**config.mk**
```make
export PLATFORM = sky130hd
export DESIGN_NAME = lex_mtime_flat
export DESIGN_NICKNAME = d
export VERILOG_FILES = /design/src/rtl/lex_mtime_pkg.sv /design/src/rtl/lex_mtime_if.sv /design/src/rtl/lex_tick_gen.sv /design/src/rtl/lex_mtime.sv /design/src/flat_wrapper.sv
export SDC_FILE = /design/constraint.sdc
export NUM_CORES = 1
export LEC_CHECK = 0
export ABC_AREA = 1
export CAP_MARGIN = 0
export CELL_PAD_IN_SITES_DETAIL_PLACEMENT = 2
export CELL_PAD_IN_SITES_GLOBAL_PLACEMENT = 2
export CORE_MARGIN = 8
export CORE_UTILIZATION = 33
export CTS_CLUSTER_SIZE = 12
export DETAILED_ROUTE_END_ITERATION = 6
export PLACE_DENSITY_LB_ADDON = 0.1
export RECOVER_POWER = 25
export SLEW_MARGIN = 20
export SYNTH_ARGS = -nofsm -noshare
export SYNTH_HDL_FRONTEND = slang
export SYNTH_SLANG_ARGS = --single-unit
```
**constraint.sdc**
```tcl
create_clock -name clk -period 4.1 [get_ports clk]
set_clock_uncertainty 0.2 [all_clocks]
set_input_delay 0.41 -clock clk [delete_from_list [all_inputs] [get_ports clk]]
set_output_delay 0.41 -clock clk [all_outputs]
set_load 0.005 [all_outputs]
```
**src/rtl/lex_mtime_pkg.sv**
```systemverilog
// lex_mtime_pkg: shared constants, types and helpers for the machine timer.
//   MTIME_ADDR_WIDTH      byte-address bits of the timer window
//   *_OFFSET_*            register byte offsets within the window
//   DEFAULT_MTIME_CLK_DIV default clk cycles per mtime increment
//   apply_strobe()        byte-granular merge of write data into a 32-bit register
package lex_mtime_pkg;

    typedef logic [31:0] word_t;

    localparam int          MTIME_ADDR_WIDTH      = 4;
    localparam logic [3:0]  MTIME_OFFSET_LO       = 4'h0;
    localparam logic [3:0]  MTIME_OFFSET_HI       = 4'h4;
    localparam logic [3:0]  MTIMECMP_OFFSET_LO    = 4'h8;
    localparam logic [3:0]  MTIMECMP_OFFSET_HI    = 4'hC;
    localparam int          DEFAULT_MTIME_CLK_DIV = 100;

    // Bytes whose strobe bit is set take the new value; the rest keep the old one.
    function automatic word_t apply_strobe(input word_t old_w, input word_t new_w,
                                           input logic [3:0] strb);
        word_t rv;
        for (int i = 0; i < 4; i++) begin
            rv[8*i +: 8] = strb[i] ? new_w[8*i +: 8] : old_w[8*i +: 8];
        end
        return rv;
    endfunction

endpackage

```
**src/rtl/lex_mtime_if.sv**
```systemverilog
// lex_mtime_if: simple request/response bus between the LSU and the timer.
//   bus_en/bus_we/bus_addr/bus_wr_data/bus_wr_strobe  request, driven by the master
//   bus_rd_data/bus_ack/bus_err                        response, driven by the slave
interface lex_mtime_if;
    import lex_mtime_pkg::*;

    logic                        bus_en;
    logic                        bus_we;
    logic [MTIME_ADDR_WIDTH-1:0] bus_addr;
    word_t                       bus_wr_data;
    logic [3:0]                  bus_wr_strobe;
    word_t                       bus_rd_data;
    logic                        bus_ack;
    logic                        bus_err;

    modport master (
        output bus_en, bus_we, bus_addr, bus_wr_data, bus_wr_strobe,
        input  bus_rd_data, bus_ack, bus_err
    );

    modport slave (
        input  bus_en, bus_we, bus_addr, bus_wr_data, bus_wr_strobe,
        output bus_rd_data, bus_ack, bus_err
    );

endinterface

```
**src/rtl/lex_tick_gen.sv**
```systemverilog
// lex_tick_gen: prescaler producing one tick every CLK_DIV clock cycles.
//   clk   in   system clock
//   rst   in   synchronous active-high reset (counter back to 0)
//   tick  out  high on the cycle the prescaler sits at CLK_DIV-1 (its wrap cycle)
module lex_tick_gen #(
    parameter int CLK_DIV = 100
) (
    input  logic clk,
    input  logic rst,
    output logic tick
);

    generate
        if (CLK_DIV <= 1) begin : g_nodiv
            // Every cycle is a tick; the clock and reset are not needed here.
            logic unused_in;
            assign unused_in = clk ^ rst;
            assign tick      = 1'b1;
        end else begin : g_div
            localparam int          CW   = $clog2(CLK_DIV);
            localparam logic [CW-1:0] LAST = CW'(CLK_DIV - 1);

            logic [CW-1:0] r_cnt;

            always_ff @(posedge clk) begin
                if (rst)              r_cnt <= '0;
                else if (r_cnt == LAST) r_cnt <= '0;
                else                  r_cnt <= r_cnt + 1'b1;
            end

            assign tick = (r_cnt == LAST);
        end
    endgenerate

endmodule

```
**src/rtl/lex_mtime.sv**
```systemverilog
// lex_mtime: RISC-V machine timer, bus target for mtime/mtimecmp.
//   clk     in   system clock, rising edge
//   rst     in   synchronous active-high reset
//   bus     slave modport of lex_mtime_if (1-cycle ack, no stall)
//   time_o  out  current mtime, combinational from the register
//   mtip    out  registered (mtime >= mtimecmp)
module lex_mtime
    import lex_mtime_pkg::*;
#(
    parameter int CLK_DIV = DEFAULT_MTIME_CLK_DIV
) (
    input  logic          clk,
    input  logic          rst,
    lex_mtime_if.slave    bus,
    output logic [63:0]   time_o,
    output logic          mtip
);

    logic        w_tick;
    logic        w_aligned;
    logic        w_wr;
    word_t       w_rd_val;
    logic [63:0] w_mtime_nxt;
    logic [63:0] w_cmp_nxt;

    logic [63:0] r_mtime;
    logic [63:0] r_mtimecmp;
    logic        r_ack;
    logic        r_err;
    word_t       r_rd_data;
    logic        r_mtip;

    lex_tick_gen #(.CLK_DIV(CLK_DIV)) u_tick (
        .clk  (clk),
        .rst  (rst),
        .tick (w_tick)
    );

    assign w_aligned = (bus.bus_addr[1:0] == 2'b00);
    // A zero-strobe write changes nothing, so it is not treated as a write at all.
    assign w_wr      = bus.bus_en & bus.bus_we & w_aligned & (|bus.bus_wr_strobe);

    always_comb begin
        w_rd_val = '0;
        case (bus.bus_addr)
            MTIME_OFFSET_LO:    w_rd_val = r_mtime[31:0];
            MTIME_OFFSET_HI:    w_rd_val = r_mtime[63:32];
            MTIMECMP_OFFSET_LO: w_rd_val = r_mtimecmp[31:0];
            MTIMECMP_OFFSET_HI: w_rd_val = r_mtimecmp[63:32];
            default:            w_rd_val = '0;
        endcase
    end

    // A write to either mtime half replaces the increment for that cycle: the
    // unwritten bytes keep their pre-increment value and the tick is simply lost.
    always_comb begin
        w_mtime_nxt = w_tick ? r_mtime + 64'd1 : r_mtime;
        w_cmp_nxt   = r_mtimecmp;
        if (w_wr) begin
            case (bus.bus_addr)
                MTIME_OFFSET_LO:
                    w_mtime_nxt = {r_mtime[63:32],
                                   apply_strobe(r_mtime[31:0], bus.bus_wr_data, bus.bus_wr_strobe)};
                MTIME_OFFSET_HI:
                    w_mtime_nxt = {apply_strobe(r_mtime[63:32], bus.bus_wr_data, bus.bus_wr_strobe),
                                   r_mtime[31:0]};
                MTIMECMP_OFFSET_LO:
                    w_cmp_nxt = {r_mtimecmp[63:32],
                                 apply_strobe(r_mtimecmp[31:0], bus.bus_wr_data, bus.bus_wr_strobe)};
                MTIMECMP_OFFSET_HI:
                    w_cmp_nxt = {apply_strobe(r_mtimecmp[63:32], bus.bus_wr_data, bus.bus_wr_strobe),
                                 r_mtimecmp[31:0]};
                default: ;
            endcase
        end
    end

    always_ff @(posedge clk) begin
        if (rst) begin
            r_mtime    <= '0;
            r_mtimecmp <= '1;
            r_ack      <= 1'b0;
            r_err      <= 1'b0;
            r_rd_data  <= '0;
            r_mtip     <= 1'b0;
        end else begin
            r_mtime    <= w_mtime_nxt;
            r_mtimecmp <= w_cmp_nxt;
            r_ack      <= bus.bus_en;
            r_err      <= bus.bus_en & ~w_aligned;
            // Read data reflects the registers before this edge's update.
            r_rd_data  <= (bus.bus_en & ~bus.bus_we & w_aligned) ? w_rd_val : '0;
            r_mtip     <= (r_mtime >= r_mtimecmp);
        end
    end

    assign bus.bus_ack     = r_ack;
    assign bus.bus_err     = r_err;
    assign bus.bus_rd_data = r_rd_data;
    assign time_o          = r_mtime;
    assign mtip            = r_mtip;

endmodule

```
**src/flat_wrapper.sv**
```systemverilog
// flat-port wrapper written by rule: the top's interface ports become plain ports
module lex_mtime_flat import lex_mtime_pkg::*;
#(
    parameter int CLK_DIV = DEFAULT_MTIME_CLK_DIV
)
  (clk, rst, time_o, mtip, bus_bus_en, bus_bus_we, bus_bus_addr, bus_bus_wr_data, bus_bus_wr_strobe, bus_bus_rd_data, bus_bus_ack, bus_bus_err);
  lex_mtime_if bus_i ();
  input  logic clk;
  input  logic rst;
  output logic [63:0] time_o;
  output logic mtip;
  input wire logic [$bits(bus_i.bus_en)-1:0] bus_bus_en;
  input wire logic [$bits(bus_i.bus_we)-1:0] bus_bus_we;
  input wire logic [$bits(bus_i.bus_addr)-1:0] bus_bus_addr;
  input wire logic [$bits(bus_i.bus_wr_data)-1:0] bus_bus_wr_data;
  input wire logic [$bits(bus_i.bus_wr_strobe)-1:0] bus_bus_wr_strobe;
  output wire logic [$bits(bus_i.bus_rd_data)-1:0] bus_bus_rd_data;
  output wire logic [$bits(bus_i.bus_ack)-1:0] bus_bus_ack;
  output wire logic [$bits(bus_i.bus_err)-1:0] bus_bus_err;
  assign bus_i.bus_en = bus_bus_en;
  assign bus_i.bus_we = bus_bus_we;
  assign bus_i.bus_addr = bus_bus_addr;
  assign bus_i.bus_wr_data = bus_bus_wr_data;
  assign bus_i.bus_wr_strobe = bus_bus_wr_strobe;
  assign bus_bus_rd_data = bus_i.bus_rd_data;
  assign bus_bus_ack = bus_i.bus_ack;
  assign bus_bus_err = bus_i.bus_err;
  lex_mtime #(.CLK_DIV(CLK_DIV)) u_core (.clk(clk), .rst(rst), .bus(bus_i), .time_o(time_o), .mtip(mtip));
endmodule
```
## Word-level counts from Yosys, hierarchy flattened

Index checks and enable logic that the tools add are counted.

- Register bits: 170
- Word-level logic and storage cells: 79
- Input bits: 44
- Output and inout bits: 99

- Bitwise logic cells: 11
- Add/subtract/negate cells: 2
- Equality and inequality tests: 14
- Mux-type cells: 9
- Order comparisons: 1
- Reduce and logical (&&, ||, !) cells: 21

Operators by type and width:

| kind | count |
|---|---|
| 64-bit one-hot mux with 2 select lines | 2 |
| 64-bit two-way mux | 2 |
| 32-bit one-hot mux with 4 select lines | 1 |
| 64-bit by 1-bit adder with 64-bit output (second input constant) | 1 |
| 64-bit >= comparator | 1 |
| 8-bit two-way mux | 4 |
| 4-bit AND reduction | 8 |
| 3-bit != test (second input constant) | 8 |
| 2-bit AND reduction | 8 |
| 4-bit == test (second input constant) | 2 |
| 7-bit by 1-bit adder with 7-bit output (second input constant) | 1 |
| 7-bit == test (second input constant) | 1 |
| 1-bit bitwise AND | 6 |
| 1-bit NOT | 5 |
| 4-bit by 3-bit == test with 1-bit output (second input constant) | 1 |
| 4-bit logical NOT | 1 |
| 2-bit != test (second input constant) | 2 |
| 2-bit OR reduction | 2 |
| 4-bit OR reduction | 1 |
| 2-bit logical NOT | 1 |

## Depth between registers and ports, before layout

- Depth after elaboration: 5
- Depth in mapped cells: 17
- Mapped depth without buffers: 17

## By module

Synthesis repeated with hierarchy kept, for this count alone.

- Cell total of the unflattened synthesis: 1624
- Area, all modules: 10970.5 um^2

Modules (own cells, without submodules):

| module | instances | cells each | area each (um^2) | seq. area each (um^2) |
|---|---|---|---|---|
| lex_mtime | 1 | 1573 | 10603.9 | 3263.1 |
| lex_tick_gen | 1 | 51 | 366.6 | 140.1 |

## Worst setup path before layout

Ideal clock, no wire load.

- Path type: input -> register
- From: input bus_bus_wr_strobe[3]
- To: register u_core.r_mtime[19] (netlist: u_core.time_o[19])
- Library setup time: 132 ps
- Required time: 3768 ps
- Path buffers: 3
- Slack: 2134 ps
- Arrival: 1634 ps
- Stages: 11
- Path through: buf_2 -> inv_2 -> nand4_4 -> nand2_8 -> nor2_8 -> buf_6 -> a21oi_2 -> buf_4 -> o21ai_1 -> nand2_1 -> a21oi_1

- Longest elaborated chain between the ends: 4
- Elaborated cells between the ends (all ways): 6
- Classes of those cells: eq/ne: 2; mux: 1; bitwise: 1; reduce/logical: 2

Ends and longest elaborated chain:

| what | line | RTL |
|---|---|---|
| start: declaration | flat_wrapper.sv:16 | `input wire logic [$bits(bus_i.bus_wr_strobe)-1:0] bus_bus_wr_strobe;` |
| 4-bit OR reduction (*) | lex_mtime.sv:41 | `assign w_wr = bus.bus_en & bus.bus_we & w_aligned & (\|bus.bus_wr_strobe);` |
| 1-bit bitwise AND (*) | lex_mtime.sv:41 |  |
| 3-bit != test (no source line) or 2-bit != test (tied branches) | n/a |  |
| 2-bit AND reduction (no source line) | n/a |  |
| end signal: assignment | lex_mtime.sv:87 | `r_mtime <= w_mtime_nxt;` |
| end: declaration | lex_mtime.sv:26 | `logic [63:0] r_mtime;` |

Every way passes the cells marked *; elsewhere a longest branch is shown, timed or not.
A chain may end at the register's enable or synchronous reset.

## Worst setup path after layout

- From: register u_core.r_mtime[6] (netlist: u_core.time_o[6])
- To: register u_core.r_mtime[49] (netlist: u_core.time_o[49])

- Longest elaborated chain between the ends: 4

Ends and longest elaborated chain:

| what | line | RTL |
|---|---|---|
| 64-bit by 1-bit adder with 64-bit output (*) | lex_mtime.sv:57 | `w_mtime_nxt = w_tick ? r_mtime + 64'd1 : r_mtime;` |
| 64-bit two-way mux (*) | lex_mtime.sv:57 |  |
| 64-bit one-hot mux with 2 select lines | lex_mtime.sv:60 | `case (bus.bus_addr)` |
| 64-bit two-way mux (*) | lex_mtime.sv:59 | `if (w_wr) begin` |

Marked as above.

==> flow_metrics.tcl <==
set metrics [dict create \
    clkPwrFrac_pct 45.2 \
    setup-tns-final_ns 0 \
    drc 0 \
    finalWorstSetupSlack_ns 0.968 \
    diodes 0 \
    insertion_delay_ns 0.46 \
    dpl-instance-area_sq_um 12700 \
    cp_data_arrival_time_ns 3.32 \
    cp_cell_sequence "clkbuf_1, nand2_1, nor2_1, nand4_1, nor2_2, nand3_1, nand2_1, nand3_1, a21oi_1" \
    firstDrtPassIters 6 \
    ant_nets 0 \
    rsz0062_at_grt "false" \
    cts_resized 0 \
    worstSetupPathType "reg -> reg" \
    via_per_inst 5.59 \
    cp_slowest_cell "nor2_2" \
    yosys.area_share.simple_pct 31.8 \
    wire_per_inst_microns 23.7 \
    core_area_sq_um 32400 \
    synthAdderAreaFrac_pct 7.65 \
    cts_tree "yes" \
    syn_avg_cell_area_sq_um 6.62 \
    initial_core_util_pct 33.3 \
    stdcell_area_sq_um 13200 \
    grt_pass1_vias 13300 \
    drive_gt1_share_pct 6.44 \
    slew_headroom_pct 2.47 \
    syn_to_final_growth_pct 22.5 \
    slowest_delay_ns 0.65 \
    worst-path-buf-inv 1 \
    grt_overflow 0 \
    critPathTopFamily "simple AND/OR/NAND/NOR gates" \
    clock_path_buffers 2 \
    hold_buffers 0 \
    track_usage_pct 27.1 \
    fp.dieArea_sq_um 38700 \
    routed_wl_mm 52.5 \
    clkTransAtPathRegs_ns 0.07 \
    dr_total_vias 12400 \
    p_leak_nw 5.90 \
    syn_nets 1740 \
    nFillCells 3959 \
    power_density_nw_per_um2 265 \
    hold_path.class "reg -> reg" \
    cts_sinks 170 \
    worstSetupStartpointType "flip-flop" \
    cts_setup_buffers 0 \
    ys_seq_elements 170 \
    pre_cts_ws_ns 0.675 \
    synth_compound_area_share_pct 19.0 \
    syn_area_sq_um 10800 \
    cp_max_fo 9 \
    synth_top_family_by_area "simple AND/OR/NAND/NOR gates" \
    hold_violations 0 \
    place_congestion 0.896 \
    antenna_found_initial 0 \
    final_common_cell "nand2_1" \
    die_w_microns 197 \
    seqPwrFrac_pct 47.9 \
    clockRootBuffer "clkbuf_16" \
    ys_types 44 \
    max_slew.worst_pin.slew_ns 1.46 \
    drt_iter0_drc 602 \
    hpwl_mm 40.0 \
    p_comb_share_pct 6.9 \
    final-setup-viol-count 0 \
    synthXorXnorAreaFrac_pct 0.650 \
    num_io_pins 143 \
    fin_crit_ns 3.13 \
    max_freq_ghz 0.319 \
    muxShareOfSynthArea_pct 0 \
    numCtsBuffers 17 \
    final.period_utilization_pct 76.4 \
    maxCapViolCount 0 \
    peakVddDrop_mv 0.306 \
    netlist_instances 1630 \
    status "complete, no violations" \
    final_cell_mix "411 x nand2_1, 180 x a21oi_1, 174 x inv_1" \
    end_kind "flip-flop" \
    yosys_warnings 0 \
    cp.required_ns 4.29 \
    finalMaxSlewViolations 0 \
    grt_max_degree 63 \
    yosysSeqAreaShare_pct 31.5 \
    power.internal_mw 2.53 \
    port-buffer-count 142 \
    num_rows 66 \
    power.switching_mw 0.969 \
    die_y_microns 197 \
    hold_ws_ns 0.269 \
    switching_share_pct 27.7 \
    grt_pass1_wl_mm 80.7 \
    htree_levels 4 \
    nNetsFinal 1867 \
]
==> flip-flops by register name, indices dropped and copies added, names as in the netlist <==
register                   count
u_core.bus.bus_ack             1
u_core.time_o                 64
u_core.u_tick.g_div.r_cnt      7
u_core.bus.bus_rd_data        32
u_core.mtip                    1
u_core.bus.bus_err             1
u_core.r_mtimecmp             64
==> stage by stage <==
step / util, % / power, mW / instances
finish: 40.8 / 3.50 / 2212
CTS: 40.9 / 3.53 / 2212
detailed placement: 39.2 / 1.95 / 2180
global placement: 39.2 / 1.95 / 2180
global route: 40.8 / 3.60 / 2212
floorplan: - / 1.81 / 1630
==> power groups by stage <==
| stage | sequential (mW) | combinational, mW | clock (mW) |
|---|---|---|---|
| 6_report | 1.68 | 0.240 | 1.58 |
| 3_5_place_dp | 1.72 | 0.238 | 0 |
| 4_1_cts | 1.68 | 0.240 | 1.61 |
| 5_1_grt | 1.68 | 0.258 | 1.66 |
| 2_1_floorplan | 1.71 | 0.101 | 0 |
| 3_3_place_gp | 1.72 | 0.231 | 0 |
==> logic make-up (layout without fill, tap and decap cells) <==
group                      Yosys count  count (layout)
buffers and inverters              257             397
xor gates and xnor gates             8               8
and+or+nand+nor                    767             767
AOI/OAI and AO/OA                  362             362
adders and majority gates           66              66
DFF                                170             170
==> per-layer routing <==
layer / global-route usage [%] / wire length [microns] / vias up
met2: 45.8 / 25000 / 308
met4: 11.0 / 1740 / 0
met3: 4.08 / 2210 / 103
li1: - / - / 5732
met1: 34.3 / 23500 / 6220
met5: 0 / 0 / -
==> final timing paths <==
kind | start | cells after the start | to | slack (ns)
hold reg to reg | u_core.u_tick.g_div.r_cnt[0]$_SDFF_PP0_ | 1 | u_core.u_tick.g_div.r_cnt[0]$_SDFF_PP0_ | 0.27
setup / recovery | u_core.time_o[6]$_SDFFE_PP0P_ | 9 | u_core.time_o[49]$_SDFFE_PP0P_ | 0.97
hold / removal | u_core.u_tick.g_div.r_cnt[0]$_SDFF_PP0_ | 1 | u_core.u_tick.g_div.r_cnt[0]$_SDFF_PP0_ | 0.27
setup reg to reg | u_core.time_o[6]$_SDFFE_PP0P_ | 9 | u_core.time_o[49]$_SDFFE_PP0P_ | 0.97
==> cell usage after synthesis (all sizes together) <==
library cell	n	area (sq um)
dfxtp	170	3400
nand2	413	1570
nor2	117	542
buf	21	123
nor4	3	18.8
a21oi	188	1010
nor3	21	143
nand4	46	303
nand3b	3	22.5
xor2	5	43.8
o21a	4	30.0
ha	66	826
and3	2	12.5
a21o	5	37.5
nor3b	1	7.51
and3b	1	8.76
a31oi	2	12.5
a41oi	32	280
o21bai	2	15.0
clkbuf	40	150
inv	196	736
o211ai	5	37.5
o22ai	2	12.5
o21ai	122	611
xnor2	3	26.3
nand3	153	766
or2	7	43.8
==> cell type report <==
class,instances,area [sq um],share of cell area [%]
multi-input cells,1203,6380,48.2
flip-flops and latches,170,3400,25.8
repair buffers,169,1600,12.1
inverters,196,736,5.57
well taps,442,553,4.18
clock buffers,17,425,3.22
clock inverters,15,119,0.899
Note: power is estimated with default switching activity, not from simulation.
